`src/rtl/touch_gesture_if.sv`:
```
// Touch front-end bundle: coordinate stream and zone table in, gesture/slider events out.
interface touch_gesture_if #(
    parameter int unsigned COORD_W = 8,
    parameter int unsigned N_ZONES = 8
);
    localparam int unsigned ZW = $clog2(N_ZONES + 1);

    logic [COORD_W-1:0]           x_in;
    logic [COORD_W-1:0]           y_in;
    logic                         coord_valid;
    logic                         penirq_n;
    logic [N_ZONES*4*COORD_W-1:0] zone_rect;
    logic                         slide_load;
    logic [7:0]                   slide_load_val;

    logic [COORD_W-1:0]           hit_x;
    logic [COORD_W-1:0]           hit_y;
    logic [ZW-1:0]                zone_id;
    logic                         press_pulse;
    logic                         release_pulse;
    logic                         drag_active;
    logic [7:0]                   slide_val;
    logic                         write_slide;

    modport master (
        output x_in, y_in, coord_valid, penirq_n, zone_rect, slide_load, slide_load_val,
        input  hit_x, hit_y, zone_id, press_pulse, release_pulse, drag_active, slide_val,
               write_slide
    );

    modport slave (
        input  x_in, y_in, coord_valid, penirq_n, zone_rect, slide_load, slide_load_val,
        output hit_x, hit_y, zone_id, press_pulse, release_pulse, drag_active, slide_val,
               write_slide
    );
endinterface

```
`src/rtl/touch_gesture_decoder.sv`:
```
// Touch gesture decoder: pen debounce, press-point latch, zone hit test, press/release/drag
// events and a saturating slider value driven by a bar zone and +/- zones with auto-repeat.
module touch_gesture_decoder #(
    parameter int unsigned COORD_W    = 8,
    parameter int unsigned N_ZONES    = 8,
    parameter int unsigned DEBOUNCE   = 4,
    parameter int unsigned DRAG_THR   = 3,
    parameter int unsigned SLIDE_ZONE = 0,
    parameter int unsigned MINUS_ZONE = 1,
    parameter int unsigned PLUS_ZONE  = 2,
    parameter int unsigned SLIDE_MAX  = 127,
    parameter int unsigned HOLD_CYC   = 2**20,
    parameter int unsigned REPEAT_CYC = 2**18
) (
    input logic          sys_clk,
    input logic          iRST_n,
    touch_gesture_if.slave bus
);
    localparam int unsigned ZW = $clog2(N_ZONES + 1);
    localparam int unsigned DW = $clog2(DEBOUNCE + 1);
    localparam int unsigned RW = $clog2(HOLD_CYC + REPEAT_CYC + 1);
    localparam int unsigned PW = COORD_W + 8;

    typedef enum logic [2:0] {StIdle, StDebounce, StZone, StPressed, StDrag} state_e;

    state_e             state_q, state_d;
    logic [1:0]         pen_sync;
    logic               pen_down;
    logic [DW-1:0]      deb_cnt_q, deb_cnt_d;
    logic [COORD_W-1:0] hit_x_q, hit_x_d, hit_y_q, hit_y_d;
    logic [ZW-1:0]      zone_q, zone_d, zone_hit;
    logic               press_q, press_d, release_q, release_d, drag_q, drag_d;
    logic [7:0]         slide_q, slide_d, touch_val, dec_val, inc_val;
    logic               write_q, write_d, touch_upd;
    logic [RW-1:0]      rep_cnt_q, rep_cnt_d;
    logic               rep_phase_q, rep_phase_d, rep_step;
    logic [COORD_W-1:0] zx0, zx1, zy0, zy1, sx0, sx1, dx, dy;
    logic               is_minus, is_plus, is_slide;

    // Map x onto 0..SLIDE_MAX across [lo,hi], clamping x into the bar first.
    function automatic logic [7:0] scale(input logic [COORD_W-1:0] x, lo, hi);
        logic [COORD_W-1:0] xc;
        logic [PW-1:0]      num, quo;
        if (hi <= lo) return 8'(SLIDE_MAX);
        xc  = (x < lo) ? lo : ((x > hi) ? hi : x);
        num = PW'(xc - lo) * PW'(SLIDE_MAX);
        quo = num / PW'(hi - lo);
        return quo[7:0];
    endfunction

    assign sx0      = bus.zone_rect[SLIDE_ZONE*4*COORD_W + 3*COORD_W +: COORD_W];
    assign sx1      = bus.zone_rect[SLIDE_ZONE*4*COORD_W + 2*COORD_W +: COORD_W];
    assign pen_down = ~pen_sync[1];
    assign dx       = (bus.x_in >= hit_x_q) ? bus.x_in - hit_x_q : hit_x_q - bus.x_in;
    assign dy       = (bus.y_in >= hit_y_q) ? bus.y_in - hit_y_q : hit_y_q - bus.y_in;
    assign is_minus = (zone_q == ZW'(MINUS_ZONE));
    assign is_plus  = (zone_q == ZW'(PLUS_ZONE));
    assign is_slide = (zone_q == ZW'(SLIDE_ZONE));
    assign dec_val  = (slide_q == 8'd0) ? 8'd0 : slide_q - 8'd1;
    assign inc_val  = (slide_q >= 8'(SLIDE_MAX)) ? 8'(SLIDE_MAX) : slide_q + 8'd1;

    // Hit test of the latched point; scanning downwards lets the lowest index win.
    always_comb begin
        zone_hit = ZW'(N_ZONES);
        zx0 = '0; zx1 = '0; zy0 = '0; zy1 = '0;
        for (int i = N_ZONES - 1; i >= 0; i--) begin
            zx0 = bus.zone_rect[i*4*COORD_W + 3*COORD_W +: COORD_W];
            zx1 = bus.zone_rect[i*4*COORD_W + 2*COORD_W +: COORD_W];
            zy0 = bus.zone_rect[i*4*COORD_W + 1*COORD_W +: COORD_W];
            zy1 = bus.zone_rect[i*4*COORD_W +: COORD_W];
            if (hit_x_q >= zx0 && hit_x_q <= zx1 && hit_y_q >= zy0 && hit_y_q <= zy1)
                zone_hit = ZW'(i);
        end
    end

    // Gesture FSM next-state and event pulses.
    always_comb begin
        state_d   = state_q;
        deb_cnt_d = deb_cnt_q;
        hit_x_d   = hit_x_q;
        hit_y_d   = hit_y_q;
        zone_d    = zone_q;
        press_d   = 1'b0;
        release_d = 1'b0;
        drag_d    = drag_q;
        unique case (state_q)
            StIdle: begin
                if (pen_down) begin
                    state_d   = StDebounce;
                    deb_cnt_d = '0;
                end
            end
            StDebounce: begin
                if (!pen_down) begin
                    state_d = StIdle;
                end else if (bus.coord_valid) begin
                    deb_cnt_d = deb_cnt_q + 1'b1;
                    if (deb_cnt_q == DW'(DEBOUNCE - 1)) begin
                        hit_x_d = bus.x_in;
                        hit_y_d = bus.y_in;
                        state_d = StZone;
                    end
                end
            end
            StZone: begin
                zone_d  = zone_hit;
                press_d = 1'b1;
                state_d = StPressed;
            end
            StPressed: begin
                if (!pen_down) begin
                    release_d = 1'b1;
                    state_d   = StIdle;
                end else if (bus.coord_valid &&
                             (dx >= COORD_W'(DRAG_THR) || dy >= COORD_W'(DRAG_THR))) begin
                    drag_d  = 1'b1;
                    state_d = StDrag;
                end
            end
            StDrag: begin
                if (!pen_down) begin
                    release_d = 1'b1;
                    drag_d    = 1'b0;
                    state_d   = StIdle;
                end
            end
            default: state_d = StIdle;
        endcase
    end

    // Slider: press actions, drag re-scaling, +/- auto-repeat; an external load wins.
    always_comb begin
        rep_cnt_d   = '0;
        rep_phase_d = 1'b0;
        rep_step    = 1'b0;
        touch_upd   = 1'b0;
        touch_val   = slide_q;
        slide_d     = slide_q;
        write_d     = 1'b0;
        if (state_q == StPressed && (is_minus || is_plus)) begin
            rep_phase_d = rep_phase_q;
            rep_cnt_d   = rep_cnt_q + 1'b1;
            if ((!rep_phase_q && rep_cnt_q == RW'(HOLD_CYC - 1)) ||
                (rep_phase_q && rep_cnt_q == RW'(REPEAT_CYC - 1))) begin
                rep_step    = 1'b1;
                rep_cnt_d   = '0;
                rep_phase_d = 1'b1;
            end
        end
        if (press_q) begin
            if (is_slide) begin
                touch_upd = 1'b1;
                touch_val = scale(hit_x_q, sx0, sx1);
            end else if (is_minus) begin
                touch_upd = 1'b1;
                touch_val = dec_val;
            end else if (is_plus) begin
                touch_upd = 1'b1;
                touch_val = inc_val;
            end
        end else if (rep_step) begin
            touch_upd = 1'b1;
            touch_val = is_minus ? dec_val : inc_val;
        end else if (state_q == StDrag && is_slide && bus.coord_valid) begin
            touch_upd = 1'b1;
            touch_val = scale(bus.x_in, sx0, sx1);
        end
        if (bus.slide_load) begin
            slide_d = (bus.slide_load_val > 8'(SLIDE_MAX)) ? 8'(SLIDE_MAX) : bus.slide_load_val;
        end else if (touch_upd && touch_val != slide_q) begin
            slide_d = touch_val;
            write_d = 1'b1;
        end
    end

    // State registers with synchronous reset; pen line passes through a 2-flop synchroniser.
    always_ff @(posedge sys_clk) begin
        if (!iRST_n) begin
            pen_sync    <= 2'b11;
            state_q     <= StIdle;
            deb_cnt_q   <= '0;
            hit_x_q     <= '0;
            hit_y_q     <= '0;
            zone_q      <= ZW'(N_ZONES);
            press_q     <= 1'b0;
            release_q   <= 1'b0;
            drag_q      <= 1'b0;
            slide_q     <= 8'd0;
            write_q     <= 1'b0;
            rep_cnt_q   <= '0;
            rep_phase_q <= 1'b0;
        end else begin
            pen_sync    <= {pen_sync[0], bus.penirq_n};
            state_q     <= state_d;
            deb_cnt_q   <= deb_cnt_d;
            hit_x_q     <= hit_x_d;
            hit_y_q     <= hit_y_d;
            zone_q      <= zone_d;
            press_q     <= press_d;
            release_q   <= release_d;
            drag_q      <= drag_d;
            slide_q     <= slide_d;
            write_q     <= write_d;
            rep_cnt_q   <= rep_cnt_d;
            rep_phase_q <= rep_phase_d;
        end
    end

    assign bus.hit_x         = hit_x_q;
    assign bus.hit_y         = hit_y_q;
    assign bus.zone_id       = zone_q;
    assign bus.press_pulse   = press_q;
    assign bus.release_pulse = release_q;
    assign bus.drag_active   = drag_q;
    assign bus.slide_val     = slide_q;
    assign bus.write_slide   = write_q;
endmodule
```
`src/flat_wrapper.sv`:
```
// flat-port wrapper written by rule: the top's interface ports become plain ports
module touch_gesture_decoder_flat 
#(
    parameter int unsigned COORD_W    = 8,
    parameter int unsigned N_ZONES    = 8,
    parameter int unsigned DEBOUNCE   = 4,
    parameter int unsigned DRAG_THR   = 3,
    parameter int unsigned SLIDE_ZONE = 0,
    parameter int unsigned MINUS_ZONE = 1,
    parameter int unsigned PLUS_ZONE  = 2,
    parameter int unsigned SLIDE_MAX  = 127,
    parameter int unsigned HOLD_CYC   = 2**20,
    parameter int unsigned REPEAT_CYC = 2**18
)
  (sys_clk, iRST_n, bus_x_in, bus_y_in, bus_coord_valid, bus_penirq_n, bus_zone_rect, bus_slide_load, bus_slide_load_val, bus_hit_x, bus_hit_y, bus_zone_id, bus_press_pulse, bus_release_pulse, bus_drag_active, bus_slide_val, bus_write_slide);
  touch_gesture_if #(.COORD_W(COORD_W), .N_ZONES(N_ZONES)) bus_i ();
  input logic sys_clk;
  input logic iRST_n;
  input wire logic [$bits(bus_i.x_in)-1:0] bus_x_in;
  input wire logic [$bits(bus_i.y_in)-1:0] bus_y_in;
  input wire logic [$bits(bus_i.coord_valid)-1:0] bus_coord_valid;
  input wire logic [$bits(bus_i.penirq_n)-1:0] bus_penirq_n;
  input wire logic [$bits(bus_i.zone_rect)-1:0] bus_zone_rect;
  input wire logic [$bits(bus_i.slide_load)-1:0] bus_slide_load;
  input wire logic [$bits(bus_i.slide_load_val)-1:0] bus_slide_load_val;
  output wire logic [$bits(bus_i.hit_x)-1:0] bus_hit_x;
  output wire logic [$bits(bus_i.hit_y)-1:0] bus_hit_y;
  output wire logic [$bits(bus_i.zone_id)-1:0] bus_zone_id;
  output wire logic [$bits(bus_i.press_pulse)-1:0] bus_press_pulse;
  output wire logic [$bits(bus_i.release_pulse)-1:0] bus_release_pulse;
  output wire logic [$bits(bus_i.drag_active)-1:0] bus_drag_active;
  output wire logic [$bits(bus_i.slide_val)-1:0] bus_slide_val;
  output wire logic [$bits(bus_i.write_slide)-1:0] bus_write_slide;
  assign bus_i.x_in = bus_x_in;
  assign bus_i.y_in = bus_y_in;
  assign bus_i.coord_valid = bus_coord_valid;
  assign bus_i.penirq_n = bus_penirq_n;
  assign bus_i.zone_rect = bus_zone_rect;
  assign bus_i.slide_load = bus_slide_load;
  assign bus_i.slide_load_val = bus_slide_load_val;
  assign bus_hit_x = bus_i.hit_x;
  assign bus_hit_y = bus_i.hit_y;
  assign bus_zone_id = bus_i.zone_id;
  assign bus_press_pulse = bus_i.press_pulse;
  assign bus_release_pulse = bus_i.release_pulse;
  assign bus_drag_active = bus_i.drag_active;
  assign bus_slide_val = bus_i.slide_val;
  assign bus_write_slide = bus_i.write_slide;
  touch_gesture_decoder #(.COORD_W(COORD_W), .N_ZONES(N_ZONES), .DEBOUNCE(DEBOUNCE), .DRAG_THR(DRAG_THR), .SLIDE_ZONE(SLIDE_ZONE), .MINUS_ZONE(MINUS_ZONE), .PLUS_ZONE(PLUS_ZONE), .SLIDE_MAX(SLIDE_MAX), .HOLD_CYC(HOLD_CYC), .REPEAT_CYC(REPEAT_CYC)) u_core (.sys_clk(sys_clk), .iRST_n(iRST_n), .bus(bus_i));
endmodule
```
`config.mk`:
```
export PLATFORM = sky130hd
export DESIGN_NAME = touch_gesture_decoder_flat
export DESIGN_NICKNAME = d
export VERILOG_FILES = /design/src/rtl/touch_gesture_if.sv /design/src/rtl/touch_gesture_decoder.sv /design/src/flat_wrapper.sv
export SDC_FILE = /design/constraint.sdc
export NUM_CORES = 1
export LEC_CHECK = 0
export ABC_AREA = 1
export ABC_CLOCK_PERIOD_IN_PS = 45000
export BUFFER_PORTS_ARGS = -buffer_cell sky130_fd_sc_hd__clkbuf_2
export CORE_MARGIN = 2
export CORE_UTILIZATION = 60
export DETAILED_ROUTE_END_ITERATION = 10
export PLACE_DENSITY = 0.85
export REMOVE_ABC_BUFFERS = 1
export SYNTH_ARGS = -nofsm -noshare
export SYNTH_HDL_FRONTEND = slang
export SYNTH_SLANG_ARGS = --single-unit
export TNS_END_PERCENT = 5
```
`constraint.sdc`:
```
create_clock -name sys_clk -period 45 [get_ports sys_clk]
set_clock_uncertainty 0.05 [all_clocks]
set_input_delay 2.25 -clock sys_clk [delete_from_list [all_inputs] [get_ports sys_clk]]
set_output_delay 2.25 -clock sys_clk [all_outputs]
set_load 0.005 [all_outputs]
```
==> flow_summary_export.csv <==
group,metric,value,unit
finish,fin_nets,5494,
sta,setup_slack,3.76,ns
worst_setup_path,cp_common_cell,"nand2_1",
finish,drive_gt1_frac,0.145,
sta,hold_viol_final,0,
placement,dp_worst_setup_slack,1.96,ns
cts,cts_buffer_depth,2,
yosys,synthSimpleGateAreaFrac,0.219,
finish,multiInputGateArea,23500,µm²
cts,path_clk_slew,0.06,ns
worst_setup_path,cpPeakStageDelay,0.54,ns
cts,hold_buffers,0,
yosys,yosysTopAreaCell,"ha_1",
sta,finalCritPeriodShare,0.917,
floorplanning,core,46300,µm²
sta,max_freq,24.2,MHz
floorplanning,io_pins,317,
global_routing,grtUsageTotal,0.328,
yosys,synth-edff-count,0,
sta,setup_viol_count_final,0,
floorplanning,die_h,220,µm
yosys,seq_area_frac_synth,0.0443,
yosys,synth_area,28000,µm²
worst_setup_path,start_kind,"input pin",
floorplanning,fp.dieArea,48400,µm²
routing,viasPerCell,5.57,
routing,vias,28500,
finish,final-seq-area,1240,µm²
yosys,synth_fa_ha_area_frac,0.340,
finish,syn2layout_area_growth,10.3,%
routing,first_pass_iters,6,
worst_setup_path,cp-end-kind,"flip-flop",
yosys,synth_ff_type,"dfxtp_1",
floorplanning,initial_core_util,0.605,
routing,ant_nets,0,
worst_setup_path,criticalPathCategory,"input pin to flip-flop",
sta,worst_pin_slew,1.28,ns
worst_setup_path,required,45.18,ns
routing,initialDrtViolationCount,1568,
routing,wire_per_inst,15.5,µm
routing,wl_met1,32.8,mm
cts,h-tree-depth,3,
worst_setup_path,critPathArrivalTime,41.42,ns
worst_setup_path,path_buf_inv,38,
cts,cts_buffers,9,
routing,route.detailed.drc,0,
cts,clk_latency,0.35,ns
routing,wl_met3,4.55,mm
global_routing,grt_pass1_wl,130,mm
floorplanning,die_w,220,µm
finish,nFillCells,4077,
cts,cts-root-buf,"clkbuf_16",
yosys,yosysWarnings,0,
placement,io_buffer_count,316,
sta,slew_violations,0,
yosys,synthMuxAreaShare,0.00215,
yosys,syn-instance-count,4150,
routing,met2_length,37.5,mm
finish,mostFrequentLayoutCell,"inv_1",
global_routing,grt_pass1_vias,27500,
sta,slew_headroom,0.138,
yosys,synth-xor-area-share,0.0707,
worst_setup_path,cp_top_family,"compound AO/OA/AOI/OAI gates",
yosys,async_flop_share,0,
worst_setup_path,slowest_stage,"fa_1",
yosys,avgSynthCellArea,6.75,µm²
yosys,synth_compound_area_frac,0.205,
floorplanning,core.rowCount,79,
global_routing,grt_overflow_total,0,
cts,cts_sinks,62,
placement,gp_congestion,1.00,
cts,cts_tree,"built",
yosys,ys_types,79,
yosys,synth_area_leaders,"ha_1 30%, inv_1 10%, nand2_1 10%",
sta,period_minus_slack,41.24,ns
placement,dp_hpwl,65.7,mm
yosys,yosysTopAreaCellShare,0.299,
status,status,"finished clean",
routing,drt-total-wl,79.4,mm
yosys,synth_seq_cells,62,
job,maxCapViolations,0,
sta,fin_hold_ws,0.383,ns
routing,dr.max_layer_used,"met4",
worst_hold_path,min_path_type,"flip-flop to flip-flop",
global_routing,grt_max_degree,57,
yosys,synth_top_family_by_area,"adder cells",
finish,final_cell_mix,"776 x inv_1, 740 x nand2_1, 670 x ha_1, 316 x clkbuf_2, 258 x a21oi_1",
global_routing,antenna_found_initial,13,
worst_setup_path,path_max_fanout,24,
-- Yosys cell counts, types with 7 or more instances --
master and n:
o41ai_1 11, inv_1 782, xor2_1 117, o211ai_1 33, o21ai_1 71, o21a_1 73, nand2_1 743, nand2_2 59
or2_2 43, a211oi_1 12, nand4_1 48, nor2_1 226, buf_2 8, o221ai_1 9, a21boi_0 15, nor4_1 12
buf_4 10, inv_2 19, and2_1 12, fa_1 56, o21ai_2 58, buf_6 9, nor3_1 35, clkbuf_1 12
o21ai_0 202, a21oi_1 259, or2_1 7, nand3_2 30, a21o_1 68, nand3_1 127, ha_1 670, o21bai_1 40
xnor2_1 104, dfxtp_1 62, a21oi_2 11
-- path summary, 6_finish.rpt --
| path | start | endpoint | slack, ns | cells past startpoint |
|---|---|---|---|---|
| worst max-delay path | bus_zone_rect[29] | u_core.bus.write_slide | 3.76 | 260 |
| worst min-delay path | u_core.pen_sync[0] | u_core.pen_sync[1] | 0.38 | 1 |
| worst max register to register | u_core.bus.hit_x[0] | u_core.bus.write_slide | 4.93 | 263 |
| worst min register to register | u_core.pen_sync[0] | u_core.pen_sync[1] | 0.38 | 1 |
-- what timing repair did --
| action | CTS | global route |
|---|---|---|
| setup endpoints to repair | 0 | 2 |
| gates resized for setup | 0 | 23 |
| buffers inserted | 0 | 15 |
| hold endpoints to repair | 0 | 0 |
-- sequential cells by signal, summed over array words and instances (netlist names) --
signal	flops
u_core.bus.drag_active	1
u_core.bus.hit_x	8
u_core.bus.hit_y	8
u_core.bus.press_pulse	1
u_core.bus.release_pulse	1
u_core.bus.slide_val	8
u_core.bus.write_slide	1
u_core.bus.zone_id	4
u_core.deb_cnt_q	3
u_core.pen_sync	2
u_core.rep_cnt_q	21
u_core.rep_phase_q	1
u_core.state_q	3
-- stage by stage --
step | util | setup TNS, ns | cells | area (µm²)
2_1_floorplan | - | 0 | 4110 | 27700
3_3_place_gp | 0.655 | 0 | 5061 | 30300
3_5_place_dp | 0.655 | 0 | 5061 | 30300
4_1_cts | 0.662 | 0 | 5077 | 30600
5_1_grt | 0.667 | -0.0574 | 5108 | 30900
6_report | 0.667 | 0 | 5108 | 30900
-- area by class of cell --
type | count | share of cell area
diodes | 13 | 0.00105
clock buffers | 11 | 0.00819
clock inverters | 5 | 0.00182
inverters | 810 | 0.0995
multi-input cells | 3239 | 0.763
flip-flops and latches | 62 | 0.0402
well taps | 607 | 0.0246
repair buffers | 359 | 0.0617
repair inverters | 2 | 0.000324
-- routing by layer --
layer | vias to the layer above | GRT usage
met5 | - | 0
met2 | 873 | 0.578
met4 | 0 | 0.186
met1 | 12900 | 0.387
met3 | 248 | 0.0353
li1 | 14500 | -
-- logic make-up (layout without fill, tap and decap cells) --
kind of cell | Yosys count | count (layout)
buffers and inverters | 850 | 1187
other | 0 | 13
flip-flops | 62 | 62
adder cells (fa/ha/maj) | 727 | 727
multiplexers | 6 | 6
AND/OR/NAND/NOR | 1369 | 1369
AO/OA/AOI/OAI | 913 | 914
XOR/XNOR | 223 | 223
Power is left out: the tool's default activity adds up to more than one toggle a clock period on the data nets, which glitch-free logic cannot reach.
